`config.mk`:
```
export PLATFORM = sky130hd
export DESIGN_NAME = dmem_arbiter_flat
export DESIGN_NICKNAME = d
export VERILOG_FILES = /design/src/rtl/dmem_arbiter_if.sv /design/src/rtl/dmem_arbiter.sv /design/src/flat_wrapper.sv
export SDC_FILE = /design/constraint.sdc
export NUM_CORES = 1
export LEC_CHECK = 0
export ABC_AREA = 1
export CAP_MARGIN = 20
export CELL_PAD_IN_SITES_DETAIL_PLACEMENT = 0
export CELL_PAD_IN_SITES_GLOBAL_PLACEMENT = 2
export CORE_UTILIZATION = 22
export CTS_BUF_LIST = sky130_fd_sc_hd__clkbuf_4 sky130_fd_sc_hd__clkbuf_8 sky130_fd_sc_hd__clkbuf_16
export DETAILED_ROUTE_END_ITERATION = 7
export PLACE_DENSITY = 0.9
export SYNTH_ARGS = -nofsm -noshare
export SYNTH_HDL_FRONTEND = slang
export SYNTH_SLANG_ARGS = --single-unit
export TNS_END_PERCENT = 100
```
`constraint.sdc`:
```
create_clock -name clk -period 5.4 [get_ports clk]
set_clock_uncertainty 0.1 [all_clocks]
set_input_delay 1.35 -clock clk [delete_from_list [all_inputs] [get_ports clk]]
set_output_delay 1.35 -clock clk [all_outputs]
set_load 0.005 [all_outputs]
```
`src/rtl/dmem_arbiter_if.sv`:
```
// Bundles the two requester ports (cpu, dbg), the data-memory port and the
// error flag of the data-memory arbiter. The arbiter takes the slave side;
// requesters and the memory model take the master side.
interface dmem_arbiter_if #(
   parameter int DATA_W = 32,
   parameter int ADDR_W = 32
);
   logic              cpu_req;
   logic              cpu_we;
   logic [ADDR_W-1:0] cpu_addr;
   logic [DATA_W-1:0] cpu_wdata;
   logic [DATA_W-1:0] cpu_rdata;
   logic              cpu_ack;

   logic              dbg_req;
   logic              dbg_we;
   logic [ADDR_W-1:0] dbg_addr;
   logic [DATA_W-1:0] dbg_wdata;
   logic [DATA_W-1:0] dbg_rdata;
   logic              dbg_ack;

   logic              mem_rd;
   logic              mem_wr;
   logic [ADDR_W-1:0] mem_addr;
   logic [DATA_W-1:0] mem_wdata;
   logic [DATA_W-1:0] mem_rdata;

   logic              err;

   modport slave (
      input  cpu_req, cpu_we, cpu_addr, cpu_wdata,
      output cpu_rdata, cpu_ack,
      input  dbg_req, dbg_we, dbg_addr, dbg_wdata,
      output dbg_rdata, dbg_ack,
      output mem_rd, mem_wr, mem_addr, mem_wdata,
      input  mem_rdata,
      output err
   );

   modport master (
      output cpu_req, cpu_we, cpu_addr, cpu_wdata,
      input  cpu_rdata, cpu_ack,
      output dbg_req, dbg_we, dbg_addr, dbg_wdata,
      input  dbg_rdata, dbg_ack,
      input  mem_rd, mem_wr, mem_addr, mem_wdata,
      output mem_rdata,
      input  err
   );
endinterface

```
`src/rtl/dmem_arbiter.sv`:
```
// Two-requester (cpu, dbg) round-robin arbiter in front of a single-port data
// memory. One access is in flight at a time: IDLE picks a winner and latches
// its request, ISSUE strobes the memory for one cycle, CAPTURE registers read
// data, ACK pulses the winner's ack. Out-of-range accesses skip the memory and
// go straight to ACK with err raised.
module dmem_arbiter #(
   parameter int DATA_W   = 32,
   parameter int ADDR_W   = 32,
   parameter int MEM_LAST = 10
) (
   input logic            clk,
   input logic            reset,
   dmem_arbiter_if.slave  bus
);

   localparam logic [ADDR_W-1:0] LAST_ADDR = ADDR_W'(MEM_LAST);

   typedef enum logic [1:0] {
      IDLE,
      ISSUE,
      CAPTURE,
      ACK
   } state_t;

   state_t            state;
   state_t            state_next;

   // Latched access: winner id, direction, address, data, range result
   logic              win_dbg;
   logic              lat_we;
   logic [ADDR_W-1:0] lat_addr;
   logic [DATA_W-1:0] lat_wdata;
   logic              lat_oor;

   // Round-robin memory: 1 means dbg was served most recently
   logic              last_dbg;

   logic [DATA_W-1:0] cpu_rdata_q;
   logic [DATA_W-1:0] dbg_rdata_q;

   // Candidate access as selected by the arbiter this cycle
   logic              any_req;
   logic              pick_dbg;
   logic              pick_we;
   logic [ADDR_W-1:0] pick_addr;
   logic [DATA_W-1:0] pick_wdata;
   logic              pick_oor;
   logic              grant;

   // Round-robin choice between the requesters, then mux the winner's fields
   always_comb begin
      any_req    = bus.cpu_req | bus.dbg_req;
      pick_dbg   = 1'b0;
      pick_we    = 1'b0;
      pick_addr  = '0;
      pick_wdata = '0;
      if (bus.cpu_req && bus.dbg_req) begin
         pick_dbg = ~last_dbg;
      end else begin
         pick_dbg = bus.dbg_req;
      end
      if (pick_dbg) begin
         pick_we    = bus.dbg_we;
         pick_addr  = bus.dbg_addr;
         pick_wdata = bus.dbg_wdata;
      end else begin
         pick_we    = bus.cpu_we;
         pick_addr  = bus.cpu_addr;
         pick_wdata = bus.cpu_wdata;
      end
      pick_oor = (pick_addr > LAST_ADDR);
      grant    = (state == IDLE) && any_req;
   end

   // State register; reset drops any access in flight straight back to IDLE
   always_ff @(posedge clk or posedge reset) begin
      if (reset) begin
         state <= IDLE;
      end else begin
         state <= state_next;
      end
   end

   // Next-state logic for the access sequence
   always_comb begin
      state_next = state;
      case (state)
         IDLE: begin
            if (any_req) begin
               state_next = pick_oor ? ACK : ISSUE;
            end
         end
         ISSUE: begin
            state_next = lat_we ? ACK : CAPTURE;
         end
         CAPTURE: begin
            state_next = ACK;
         end
         ACK: begin
            state_next = IDLE;
         end
         default: begin
            state_next = IDLE;
         end
      endcase
   end

   // Latch the winning request so later input changes cannot disturb it,
   // and remember who was served for the next contested arbitration
   always_ff @(posedge clk or posedge reset) begin
      if (reset) begin
         win_dbg   <= 1'b0;
         lat_we    <= 1'b0;
         lat_addr  <= '0;
         lat_wdata <= '0;
         lat_oor   <= 1'b0;
         last_dbg  <= 1'b1;
      end else if (grant) begin
         win_dbg   <= pick_dbg;
         lat_we    <= pick_we;
         lat_addr  <= pick_addr;
         lat_wdata <= pick_wdata;
         lat_oor   <= pick_oor;
         last_dbg  <= pick_dbg;
      end
   end

   // Per-requester read data: memory data in CAPTURE, zero for an
   // out-of-range read; the non-winning register always holds
   always_ff @(posedge clk or posedge reset) begin
      if (reset) begin
         cpu_rdata_q <= '0;
         dbg_rdata_q <= '0;
      end else if (grant && pick_oor && !pick_we) begin
         if (pick_dbg) begin
            dbg_rdata_q <= '0;
         end else begin
            cpu_rdata_q <= '0;
         end
      end else if (state == CAPTURE) begin
         if (win_dbg) begin
            dbg_rdata_q <= bus.mem_rdata;
         end else begin
            cpu_rdata_q <= bus.mem_rdata;
         end
      end
   end

   // Memory strobes and bus only in ISSUE; ack and err only in ACK
   always_comb begin
      bus.mem_rd    = 1'b0;
      bus.mem_wr    = 1'b0;
      bus.mem_addr  = '0;
      bus.mem_wdata = '0;
      bus.cpu_ack   = 1'b0;
      bus.dbg_ack   = 1'b0;
      bus.err       = 1'b0;
      case (state)
         ISSUE: begin
            bus.mem_addr  = lat_addr;
            bus.mem_wdata = lat_wdata;
            bus.mem_wr    = lat_we;
            bus.mem_rd    = ~lat_we;
         end
         ACK: begin
            bus.cpu_ack = ~win_dbg;
            bus.dbg_ack = win_dbg;
            bus.err     = lat_oor;
         end
         default: begin
         end
      endcase
   end

   assign bus.cpu_rdata = cpu_rdata_q;
   assign bus.dbg_rdata = dbg_rdata_q;

endmodule

```
`src/flat_wrapper.sv`:
```
// flat-port wrapper written by rule: the top's interface ports become plain ports
module dmem_arbiter_flat 
#(
   parameter int DATA_W   = 32,
   parameter int ADDR_W   = 32,
   parameter int MEM_LAST = 10
)
  (clk, reset, bus_cpu_req, bus_cpu_we, bus_cpu_addr, bus_cpu_wdata, bus_cpu_rdata, bus_cpu_ack, bus_dbg_req, bus_dbg_we, bus_dbg_addr, bus_dbg_wdata, bus_dbg_rdata, bus_dbg_ack, bus_mem_rd, bus_mem_wr, bus_mem_addr, bus_mem_wdata, bus_mem_rdata, bus_err);
  dmem_arbiter_if #(.DATA_W(DATA_W), .ADDR_W(ADDR_W)) bus_i ();
  input logic clk;
  input logic reset;
  input wire logic [$bits(bus_i.cpu_req)-1:0] bus_cpu_req;
  input wire logic [$bits(bus_i.cpu_we)-1:0] bus_cpu_we;
  input wire logic [$bits(bus_i.cpu_addr)-1:0] bus_cpu_addr;
  input wire logic [$bits(bus_i.cpu_wdata)-1:0] bus_cpu_wdata;
  output wire logic [$bits(bus_i.cpu_rdata)-1:0] bus_cpu_rdata;
  output wire logic [$bits(bus_i.cpu_ack)-1:0] bus_cpu_ack;
  input wire logic [$bits(bus_i.dbg_req)-1:0] bus_dbg_req;
  input wire logic [$bits(bus_i.dbg_we)-1:0] bus_dbg_we;
  input wire logic [$bits(bus_i.dbg_addr)-1:0] bus_dbg_addr;
  input wire logic [$bits(bus_i.dbg_wdata)-1:0] bus_dbg_wdata;
  output wire logic [$bits(bus_i.dbg_rdata)-1:0] bus_dbg_rdata;
  output wire logic [$bits(bus_i.dbg_ack)-1:0] bus_dbg_ack;
  output wire logic [$bits(bus_i.mem_rd)-1:0] bus_mem_rd;
  output wire logic [$bits(bus_i.mem_wr)-1:0] bus_mem_wr;
  output wire logic [$bits(bus_i.mem_addr)-1:0] bus_mem_addr;
  output wire logic [$bits(bus_i.mem_wdata)-1:0] bus_mem_wdata;
  input wire logic [$bits(bus_i.mem_rdata)-1:0] bus_mem_rdata;
  output wire logic [$bits(bus_i.err)-1:0] bus_err;
  assign bus_i.cpu_req = bus_cpu_req;
  assign bus_i.cpu_we = bus_cpu_we;
  assign bus_i.cpu_addr = bus_cpu_addr;
  assign bus_i.cpu_wdata = bus_cpu_wdata;
  assign bus_cpu_rdata = bus_i.cpu_rdata;
  assign bus_cpu_ack = bus_i.cpu_ack;
  assign bus_i.dbg_req = bus_dbg_req;
  assign bus_i.dbg_we = bus_dbg_we;
  assign bus_i.dbg_addr = bus_dbg_addr;
  assign bus_i.dbg_wdata = bus_dbg_wdata;
  assign bus_dbg_rdata = bus_i.dbg_rdata;
  assign bus_dbg_ack = bus_i.dbg_ack;
  assign bus_mem_rd = bus_i.mem_rd;
  assign bus_mem_wr = bus_i.mem_wr;
  assign bus_mem_addr = bus_i.mem_addr;
  assign bus_mem_wdata = bus_i.mem_wdata;
  assign bus_i.mem_rdata = bus_mem_rdata;
  assign bus_err = bus_i.err;
  dmem_arbiter #(.DATA_W(DATA_W), .ADDR_W(ADDR_W), .MEM_LAST(MEM_LAST)) u_core (.clk(clk), .reset(reset), .bus(bus_i));
endmodule
```
======== Word-level counts from Yosys, hierarchy flattened ========
Index checks and enable logic that the tools add are counted.
W data, S select, Z words.
cells by class
  mux-type cells .......................... 23
  equal/unequal tests ..................... 7
  reductions and logical operators ........ 10
  order comparisons ....................... 1
  bitwise logic cells ..................... 4
operator list
  operator               count
  $mux W32               12
  $gt A32 B4 Y1 const B  1
  $mux W1                8
  $pmux W2 S4            1
  $reduce_and A3 Y1      2
  $eq A2 B2 Y1 const B   2
  $logic_and A1 B1 Y1    4
  $mux W2                2
  $ne A2 B1 Y1 const B   2
  $ne A2 B2 Y1 const B   2
  $reduce_bool A2 Y1     2
  $not A1 Y1             3
  $eq A2 B1 Y1 const B   1
  $logic_not A2 Y1       1
  $logic_not A1 Y1       1
  $or A1 B1 Y1           1
word-level totals
  bits in registers ....................... 134
  input bits .............................. 166
  word-level logic and storage cells ...... 54
  output and inout bits ................... 133

======== Depth between registers and ports, before layout ========
Gate-level depths: netlist of run 1.
  word-level depth ........................ 8
  gate-level depth with buffers ........... 16
  gate-level depth less buffers ........... 14

======== Worst setup path after synthesis of run 1 ========
No wires, ideal clock.
  path kind ............................... input port to flip-flop
  start ................................... input port bus_cpu_req
  end ..................................... register u_core.cpu_rdata_q[29], in the netlist u_core.bus.cpu_rdata[29]
  arrival ................................. 2828 ps
  path buffers ............................ 3
  slack ................................... 2355 ps
  data required time ...................... 5183 ps
  stages .................................. 15
  setup time .............................. 117 ps
  cells stage by stage .................... nand2_1 nand2_2 buf_4 o21ai_1 nand2_1 nor2_1 nand2_1 nor2_1 nand3_2 nand2_2 nand2_2 buf_6 buf_2 nand3_1 nand2_1
between the ends
  cells in the longest elaborated chain, start to end .. 8
  elaborated cells on any way between the ends .. 15
  those cells by class .................... order compare (1); eq/ne (2); mux (4); bitwise (1); reduce/logical (7)
ends and longest elaborated chain
  element                                                       RTL line             text
  start, declared                                               flat_wrapper.sv:12   input wire logic [$bits(bus_i.cpu_req)-1:0] bus_cpu_req;
  $logic_and A1 B1 Y1                                           dmem_arbiter.sv:57   if (bus.cpu_req && bus.dbg_req) begin
  $mux W1                                                       dmem_arbiter.sv:57
  $mux W32                                                      dmem_arbiter.sv:62   if (pick_dbg) begin
  $gt A32 B4 Y1                                                 dmem_arbiter.sv:71   pick_oor = (pick_addr > LAST_ADDR);
  $logic_and A1 B1 Y1 (2 in a row)                              dmem_arbiter.sv:134  end else if (grant && pick_oor && !pick_we) begin
  $ne A2 B2 Y1 (no line) or $reduce_bool A2 Y1 (tied branches)  --
  $reduce_and A3 Y1 (no line)                                   --
  end signal, assigned                                          dmem_arbiter.sv:144  cpu_rdata_q <= bus.mem_rdata;
  end, declared                                                 dmem_arbiter.sv:38   logic [DATA_W-1:0] cpu_rdata_q;
Parallel ways exist; a longest one is shown, timed or not.
A chain may end at the register's enable or synchronous reset.

======== Final worst setup path of run 1 ========
  start ................................... input port bus_cpu_req
  end ..................................... register u_core.dbg_rdata_q[13], in the netlist u_core.bus.dbg_rdata[13]
between the ends
  cells in the longest elaborated chain, start to end .. 8
  elaborated cells on any way between the ends .. 15
  those cells by class .................... order compare (1); eq/ne (1); mux (4); bitwise (1); reduce/logical (8)
ends and longest elaborated chain
  element                                                       RTL line             text
  $logic_and A1 B1 Y1                                           dmem_arbiter.sv:57
  $mux W1                                                       dmem_arbiter.sv:57
  $mux W32                                                      dmem_arbiter.sv:62
  $gt A32 B4 Y1                                                 dmem_arbiter.sv:71
  $logic_and A1 B1 Y1 (2 in a row)                              dmem_arbiter.sv:134
  $ne A2 B1 Y1 (no line) or $reduce_bool A2 Y1 (tied branches)  --
  $reduce_and A3 Y1 (no line)                                   --
  end signal, assigned                                          dmem_arbiter.sv:142  dbg_rdata_q <= bus.mem_rdata;
  end, declared                                                 dmem_arbiter.sv:39   logic [DATA_W-1:0] dbg_rdata_q;
Parallel ways exist; a longest one is shown, timed or not.

==> results of run 1 <==
flip-flops by register name, indices dropped and copies added, names as in the netlist:
name and count:
u_core.lat_wdata 32, u_core.bus.dbg_rdata 32, u_core.lat_we 1, u_core.last_dbg 1
u_core.lat_addr 32, u_core.lat_oor 1, u_core.bus.cpu_rdata 32, u_core.win_dbg 1
u_core.state 2
cell usage in the layout (no fill, tap or decap), types with 3 or more instances in the layout:
cell type and count:
clkbuf_16 17, clkdlybuf4s50_1 298, a21boi_1 29, ha_1 3, nand3_1 82, a31oi_1 22, dfrtp_1 133, buf_4 10
nor2_1 73, inv_8 4, nand2_1 329, o21ai_0 78, clkinv_8 5, nand3b_1 7, inv_1 84, nand3_2 3
nand2_2 5, inv_6 5, a21boi_0 3
per-stage QoR:
step,cell area (um^2),cells
after global placement,10180,1569
final,10790,1601
after detailed placement,10180,1569
after floorplan,6853,924
after global routing,10790,1601
after CTS,10790,1601
cell type report:
cell class              instances  area, um^2
inverters                      87       331.6
flip-flops and latches        134        3354
well taps                     396       495.5
repair buffers                310        3098
multi-input cells             642        2902
clock inverters                15       178.9
fillers                      3232       19800
clock buffers                  17       425.4
critical path: stages:
cell,delay [ns]
clkdlybuf4s50_1,0.49
nand2_1,0.13
nand2_2,0.08
inv_2,0.55
nand2_1,0.19
nand2_1,0.11
nor2_1,0.05
nand3_1,0.06
nor2_1,0.09
nand3_2,0.13
nand2_2,0.08
nand2_2,0.29
nand3_2,0.67
nand2_1,0.24
nand2_1,0.08
power groups by stage:
stage          Clock, mW  Sequential (mW)  Combinational [mW]
2_1_floorplan          0             1.73                1.35
3_3_place_gp           0             1.78                2.66
3_5_place_dp           0             1.77                2.69
4_1_cts             1.24             1.76                2.69
5_1_grt             1.27             1.82                2.95
6_report            1.19             1.77                2.63
how the worst max path moves through the flow:
| stage | startpoint | endpoint | slack, ns |
|---|---|---|---|
| 2_1_floorplan | reset | u_core.bus.cpu_rdata[0] | 0.37 |
| 3_3_place_gp | bus_cpu_req | u_core.bus.dbg_rdata[5] | 0.49 |
| 3_5_place_dp | bus_cpu_req | u_core.bus.dbg_rdata[13] | 0.38 |
| 4_1_cts | bus_cpu_req | u_core.bus.dbg_rdata[13] | 0.85 |
| 5_1_grt | bus_cpu_req | u_core.bus.dbg_rdata[19] | 0.58 |
| 6_report | bus_cpu_req | u_core.bus.dbg_rdata[13] | 0.98 |
kinds of logic (layout without fill, tap and decap cells):
group | Yosys count | in the layout | synth area share (%)
AO/OA/AOI/OAI | 137 | 137 | 11.58
flip-flops | 134 | 134 | 48.95
AND/OR/NAND/NOR | 501 | 501 | 29.80
buffers and inverters | 148 | 429 | 8.947
adder cells (fa/ha/maj) | 4 | 4 | 0.7304
routing by layer:
metal | GRT usage [%] | wire [um] | vias to the layer above
li1 | - | - | 3457
met1 | 20.85 | 11550 | 3278
met2 | 26.84 | 12520 | 199
met3 | 2.643 | 1248 | 13
met4 | 3.990 | 268 | 0
met5 | 0 | 0 | -
==> results.md, run 1 <==
- Post-CTS sizing: 0
- Commonest register cell after synthesis: dfrtp_1
- Relative slew margins: 46.07%
- Part of the power in registers: 31.6%
- RR Startpoint: u_core.last_dbg
- Die Span Y: 178.5 um
- Clk Latency, worst-skew pair: 0.42 ns
- CTS Buffer Depth: 2
- Main area contributors after synthesis: dfrtp_1 49%, nand2_1 18%, nand3_1 6.0%
- Switch share: 40.00%
- Worst Hold Class: flip-flop to flip-flop
- Count of cell types in the netlist: 24
- Post-Syn Nets: 1094
- PD cells: 518.2 nW/um^2
- CTS tree: built
- Post-synthesis sequential area ratio: 48.95%
- Final core utilization: 35.26%
- Die area: 31860 um^2
- Post-synth top area cell: dfrtp_1
- Hold_sp: u_core.bus.cpu_rdata[9]
- Max Slew Vio Count: 0
- Final Hold Vio Count: 0
- P&R area growth vs syn: 57.38%
- H-tree depth: 4
- Overall die width: 178.5 um
- Clock slew at reported path FFs: 0.08 ns
- Mean Syn Cell Area: 7.416 um^2
- Placer congestion estimate: 0.7562
- Reg-to-reg slack, setup: 2.08 ns
- Yosys Warn Count: 0
- # IOs: 299
- Status: finished clean
- Fmax achieved: 226.1 MHz
- Share of the synthesized area in the top cell type: 48.57%
- Worst Setup Slack, final: 0.9777 ns
- Initial antenna violation count: 0
- ANT cells: 0
- Final period utilization: 81.89%
- #FFs+latches synth: 134
- RSZ-0062 raised after global routing: no
- Critical path class: input port to flip-flop
- Hold Buf Count CTS: 0
- Arrival @ worst endpoint: 4.62 ns
- Nets: 1362
- Post-synth EDFFs: 0
- PortBufs: 298
- TritonCTS Sinks: 134
- Detail Route Antenna Nets: 0
- Hold depth: 2
- Worst Path Max Fanout: 44
- Wire per inst: 15.98 um
- Initial core utilization: 22.40%
- Register-to-Register Path Depth: 14
- Largest net degree at the start of global routing: 84
- Top-count cell post-synth: nand2_1
- Num CTS Buffers: 17
- Proportion of layout cells with a drive suffix above 1: 4.896%
- Vias/cell: 4.339
- Synth top cells by count: 329 x nand2_1, 133 x dfrtp_1, 85 x inv_1
- Root buffer cell: clkbuf_16
- Placeable Area: 30590 um^2
- P_int: 3.353 mW
- Total number of vias: 6947
- WP data required: 5.60 ns
- GRT Overall Usage: 15.86%
- Synthesized area: 6853 um^2
- Fin Hold WS: 0.3698 ns
- Worst Max-Slew Pin Slew: 0.8077 ns
- Grt ovf: 0
- Gate power share: 47.1%
- DRC: 0
- Max Cap Violations: 0
- Crit start category: input port
- Critical Path Sink Type: flip-flop
- Dpl hpwl: 17780 um
- Iteration-0 DRC Markers: 368
- FP Rows: 64
- Setup WS pre-CTS: 0.3801 ns
- Worst VDD drop: 0.2224 mV
- Clock Power Share: 21.4%
- Psw: 2.236 mW
- Setup Total Neg Slack: 0 ns
- Async S/R FF share, synth: 100.0%
- Pre-Repair DR Iteration Count: 5
- Total power: 5.589 mW
- Total Wirelength: 25590 um
- Pleak: 5.292 nW
- Vias in the first global route: 6788
- First-pass GRT wire length: 38610 um
- Synth Instances: 924
- Postcts setup bufs: 0
- R2r endpoint: u_core.bus.dbg_rdata[13]
- WHS Endpoint: u_core.bus.cpu_rdata[9]
- Final Setup Violations: 0
- Tmin final: 4.422 ns
Power figures use the tool's default switching activity.
==> run 2, diff against run 1 <==
--- a/config.mk
+++ b/config.mk
@@ -9,10 +9,10 @@
 export CAP_MARGIN = 20
 export CELL_PAD_IN_SITES_DETAIL_PLACEMENT = 0
 export CELL_PAD_IN_SITES_GLOBAL_PLACEMENT = 2
-export CORE_UTILIZATION = 22
+export CORE_UTILIZATION = 20
 export CTS_BUF_LIST = sky130_fd_sc_hd__clkbuf_4 sky130_fd_sc_hd__clkbuf_8 sky130_fd_sc_hd__clkbuf_16
 export DETAILED_ROUTE_END_ITERATION = 7
-export PLACE_DENSITY = 0.9
+export PLACE_DENSITY = 0.87
 export SYNTH_ARGS = -nofsm -noshare
 export SYNTH_HDL_FRONTEND = slang
 export SYNTH_SLANG_ARGS = --single-unit
==> constraint.sdc (replaced) <==
create_clock -name clk -period 3.7 [get_ports clk]
set_clock_uncertainty 0.1 [all_clocks]
set_input_delay 0.925 -clock clk [delete_from_list [all_inputs] [get_ports clk]]
set_output_delay 0.925 -clock clk [all_outputs]
set_load 0.005 [all_outputs]
==> run 2 against run 1 <==
Effect of this change: clock power rose by 44%; combinational power up 54%; cell area rose by 2.3%; sequential power rose by 46%; via count grew 0.99%; sequential share of layout area down 0.69 points; cell count grew 4.2%; worst setup slack lost 0.53 ns; global-route usage fell by 0.50 points; hold slack improved by 0.00069 ns; wire length grew 4.9%; critical endpoint is now bus_mem_wr; largest power group unchanged.
==> results.md, run 2 (synthesized netlist as in run 1, its figures left out) <==
- Status: finished clean
- Largest net degree at the start of global routing: 135
- Setup WS pre-CTS: -0.02600 ns
- Root buffer cell: clkbuf_16
- Worst Max-Slew Pin Slew: 1.009 ns
- Detail Route Antenna Nets: 0
- Leading cell types in the layout, fill and taps excluded: 329 x nand2_1, 298 x clkdlybuf4s50_1, 133 x dfrtp_1
- Overall die width: 187.1 um
- Final Hold Vio Count: 0
- Placed Instance Area: 10440 um^2
- Wire per inst: 16.09 um
- Fmax achieved: 307.3 MHz
- Final period utilization: 87.94%
- Post-CTS sizing: 0
- Reg-to-reg slack, setup: 0.93 ns
- Vias in the first global route: 7097
- Initial core utilization: 20.39%
- CP most frequent cell: inv_1
- Dpl hpwl: 18620 um
- Worst VDD drop: 0.3888 mV
- WP data required: 2.67 ns
- RSZ-0062 raised after global routing: no
- Max Cap Violations: 0
- Setup Total Neg Slack: 0 ns
- CP Buf/Inv Count: 4
- Relative slew margins: 32.70%
- Crit start category: flip-flop
- Final Cell Area: 11030 um^2
- CTS tree: built
- Worst Hold Class: flip-flop to flip-flop
- Num CTS Buffers: 17
- Initial antenna violation count: 3
- GRT Overall Usage: 15.36%
- CP max stage delay: 0.53 ns
- Total number of vias: 7016
- Nets: 1374
- Hold Buf Count CTS: 0
- # IOs: 299
- Vias/cell: 4.206
- R2r endpoint: u_core.bus.dbg_rdata[15]
- Final core utilization: 32.81%
- Final Setup Violations: 0
- Critical Path Sink Type: primary output
- Placeable Area: 33620 um^2
- Max Slew Vio Count: 0
- PD cells: 757.0 nW/um^2
- Arrival @ worst endpoint: 2.23 ns
- Pre-Repair DR Iteration Count: 5
- Register-to-Register Path Depth: 14
- Commonest non-fill, non-tap cell in the layout: nand2_1
- H-tree depth: 4
- Hold depth: 2
- Iteration-0 DRC Markers: 352
- CTS Buffer Depth: 2
- Total Wirelength: 26840 um
- Worst path cell trace: inv_1, ha_2, buf_4, nand2_1, inv_1, clkdlybuf4s50_1
- Pleak: 5.364 nW
- Crit path from: u_core.state[1]
- P&R area growth vs syn: 60.96%
- RR Startpoint: u_core.last_dbg
- Clock slew at reported path FFs: 0.07 ns
- Die area: 35010 um^2
- Total power: 8.350 mW
- Critical path depth: 6
- Die Span Y: 187.1 um
- Postcts setup bufs: 0
- Slowest CP cell: clkdlybuf4s50_1
- PortBufs: 298
- Worst Setup EP: bus_mem_wr
- FP Rows: 67
- CP top delay family: buffers and inverters
- Placer congestion estimate: 0.8151
- Proportion of layout cells with a drive suffix above 1: 5.834%
- First-pass GRT wire length: 41700 um
- Grt ovf: 0
- DRC: 0
- Critical path class: flip-flop to primary output
- Clk Latency, worst-skew pair: 0.42 ns
- Worst Path Max Fanout: 32
- Worst Setup Slack, final: 0.4462 ns
- Tmin final: 3.254 ns
- TritonCTS Sinks: 134
==> run 2: cell count changes in the layout (fill, tap and decap cells not counted), sizes merged <==
cell,delta
buf,+12
clkinvlp,+4
clkinv,-3
diode,+3
inv,-1
==> run 2: worst min-delay path by stage <==
stage | start | endpoint | slack, ns
final | u_core.bus.cpu_rdata[27] | u_core.bus.cpu_rdata[27] | 0.37
after global routing | u_core.bus.cpu_rdata[27] | u_core.bus.cpu_rdata[27] | 0.39
after CTS | u_core.bus.cpu_rdata[27] | u_core.bus.cpu_rdata[27] | 0.37
after detailed placement | u_core.bus.cpu_rdata[21] | u_core.bus.cpu_rdata[21] | 0.36
after global placement | u_core.bus.cpu_rdata[21] | u_core.bus.cpu_rdata[21] | 0.35
after floorplan | u_core.last_dbg | u_core.last_dbg | 0.35
==> run 2: tightest hold or removal path: cells and delay by family (launching register included) <==
family	cells	cell delay [ns]
simple gates	2	0.09
flops	1	0.34
==> run 2: final cells by class <==
type	instances	area, um^2
Multi-Input combinational cell	642	2907
Clock inverter	15	157.7
Fill cell	3567	22590
Inverter	87	330.3
Tap cell	448	560.5
Sequential cell	134	3354
Clock buffer	17	425.4
Timing Repair Buffer	322	3288
Antenna cell	3	7.507
==> run 2: through the flow <==
stage,hold WS [ns],cells
floorplan,0.3481,924
CTS,0.3745,1665
global placement,0.3548,1633
finish,0.3705,1668
detailed placement,0.3585,1633
global route,0.3877,1668
==> run 2: metal layers <==
layer / vias up / wire (um) / track usage (%)
li1: 3477 / - / -
met2: 201 / 12640 / 24.54
met4: 0 / 397 / 4.697
met3: 19 / 1235 / 2.964
met1: 3319 / 12560 / 20.85
met5: - / 0 / 0
==> run 2: report_power, final <==
group | internal, mW | switching (mW) | total (mW)
combinational | 1.95 | 2.11 | 4.05
sequential | 2.18 | 0.409 | 2.59
clock | 0.900 | 0.809 | 1.71
==> run 3, diff against run 2 <==
--- a/config.mk
+++ b/config.mk
@@ -9,6 +9,7 @@
 export CAP_MARGIN = 20
 export CELL_PAD_IN_SITES_DETAIL_PLACEMENT = 0
 export CELL_PAD_IN_SITES_GLOBAL_PLACEMENT = 2
+export CORE_ASPECT_RATIO = 1.1
 export CORE_UTILIZATION = 20
 export CTS_BUF_LIST = sky130_fd_sc_hd__clkbuf_4 sky130_fd_sc_hd__clkbuf_8 sky130_fd_sc_hd__clkbuf_16
 export DETAILED_ROUTE_END_ITERATION = 7
==> run 3 against run 2 <==
Effect of this change: total power grew 1.7%; cell count is 1.2% lower; critical path depth did not move; via count increased by 1.8%; sequential power about the same; critical path type unchanged; worst setup slack lost 0.16 ns; critical endpoint is now bus_mem_rd; wire length shrank 0.34%.
==> results.md, run 3 (synthesized netlist as in run 1, its figures left out) <==
- Largest net degree at the start of global routing: 135
- Post-CTS sizing: 0
- Final Hold Vio Count: 0
- Die Span Y: 196.1 um
- Nets: 1372
- Grt ovf: 0
- Arrival @ worst endpoint: 2.38 ns
- Initial antenna violation count: 1
- Overall die width: 178.5 um
- Clk Latency, worst-skew pair: 0.43 ns
- Total number of vias: 7143
- Placer congestion estimate: 0.7639
- Multi-input logic area: 2902 um^2
- Critical path class: flip-flop to primary output
- FP Rows: 70
- GRT Overall Usage: 15.34%
- Final Setup Violations: 0
- Vias in the first global route: 7204
- Num CTS Buffers: 17
- Relative slew margins: 47.39%
- Pre-Repair DR Iteration Count: 5
- Setup WS pre-CTS: 0.1172 ns
- Proportion of layout cells with a drive suffix above 1: 5.679%
- CTS tree: built
- # IOs: 299
- H-tree depth: 4
- Wire per inst: 16.23 um
- Worst Path Max Fanout: 61
- Worst Hold Class: flip-flop to flip-flop
- Root buffer cell: clkbuf_16
- Fmax achieved: 293.3 MHz
- Commonest non-fill, non-tap cell in the layout: nand2_1
- PD cells: 769.5 nW/um^2
- Final period utilization: 92.14%
- Die area: 35010 um^2
- Fillers: 3554
- Dpl hpwl: 18690 um
- Final Non-Filler Cells: 1648
- Reg-to-reg slack, setup: 1.03 ns
- Iteration-0 DRC Markers: 316
- Total power: 8.493 mW
- Placeable Area: 33460 um^2
- First-pass GRT wire length: 40880 um
- Initial core utilization: 20.48%
- Vias/cell: 4.334
- RSZ-0062 raised after global routing: no
- Pleak: 5.387 nW
- Setup Total Neg Slack: 0 ns
- Hold Buf Count CTS: 0
- CTS Buffer Depth: 2
- Tmin final: 3.409 ns
- Max Slew Vio Count: 0
- Worst Setup Slack, final: 0.2908 ns
- Crit start category: flip-flop
- FF/Latch Area: 3354 um^2
- Leading cell types in the layout, fill and taps excluded: 329 x nand2_1, 298 x clkdlybuf4s50_1, 133 x dfrtp_1
- Critical Path Sink Type: primary output
- WP data required: 2.67 ns
- Clock slew at reported path FFs: 0.06 ns
- Worst Max-Slew Pin Slew: 0.7891 ns
- DP Cell Count: 1615
- Max Cap Violations: 0
- Postcts setup bufs: 0
- Status: finished clean
- DRC: 0
- Detail Route Antenna Nets: 0
- Fin Hold WS: 0.3678 ns
- Worst VDD drop: 0.4180 mV
- Total Wirelength: 26750 um
- TritonCTS Sinks: 134
- P&R area growth vs syn: 61.05%
- PortBufs: 298
[run 3: final cells by class]
type | instances | share of cell area, %
sequential | 134 | 30.39
clock inverter | 13 | 1.530
clock buffer | 19 | 4.104
multi-input combinational | 642 | 26.29
inverter | 87 | 2.993
timing repair buffer | 320 | 29.77
antenna | 1 | 0.02267
tap | 432 | 4.897
[run 3: report_power, final]
part	internal (mW)	switching, mW	leakage, nW
combinational	1.98	2.12	3.44
sequential	2.18	0.386	1.64
clock	1.11	0.726	0.304
[run 3: routing by layer]
metal	track usage (%)	vias up	part of all wire, %
li1	-	3471	-
met5	0	-	0
met4	7.784	0	3.7
met2	24.69	240	47
met3	3.430	44	6.2
met1	19.08	3388	43
[run 3: final timing paths]
path | start | endpoint | depth (start not counted)
min in group asynchronous | reset | u_core.lat_wdata[15] | 3
max in group asynchronous | reset | u_core.lat_addr[12] | 3
worst min-delay path | u_core.bus.cpu_rdata[21] | u_core.bus.cpu_rdata[21] | 2
worst max register to register | u_core.last_dbg | u_core.bus.dbg_rdata[31] | 14
worst min register to register | u_core.bus.cpu_rdata[21] | u_core.bus.cpu_rdata[21] | 2
worst max-delay path | u_core.state[1] | bus_mem_rd | 6
[run 3: critical path, stage by stage (launching register included)]
cell,delay (ns)
dfrtp_1,0.43
inv_1,0.10
ha_2,0.31
buf_12,0.28
inv_1,0.07
nor2_1,0.12
clkdlybuf4s50_1,0.55
[run 3: stage by stage]
step | utilization, % | cell area, um^2
after floorplan | - | 6857
after global placement | 31.12 | 10410
after detailed placement | 31.12 | 10410
after CTS | 32.98 | 11030
after global routing | 32.99 | 11040
final | 32.99 | 11040
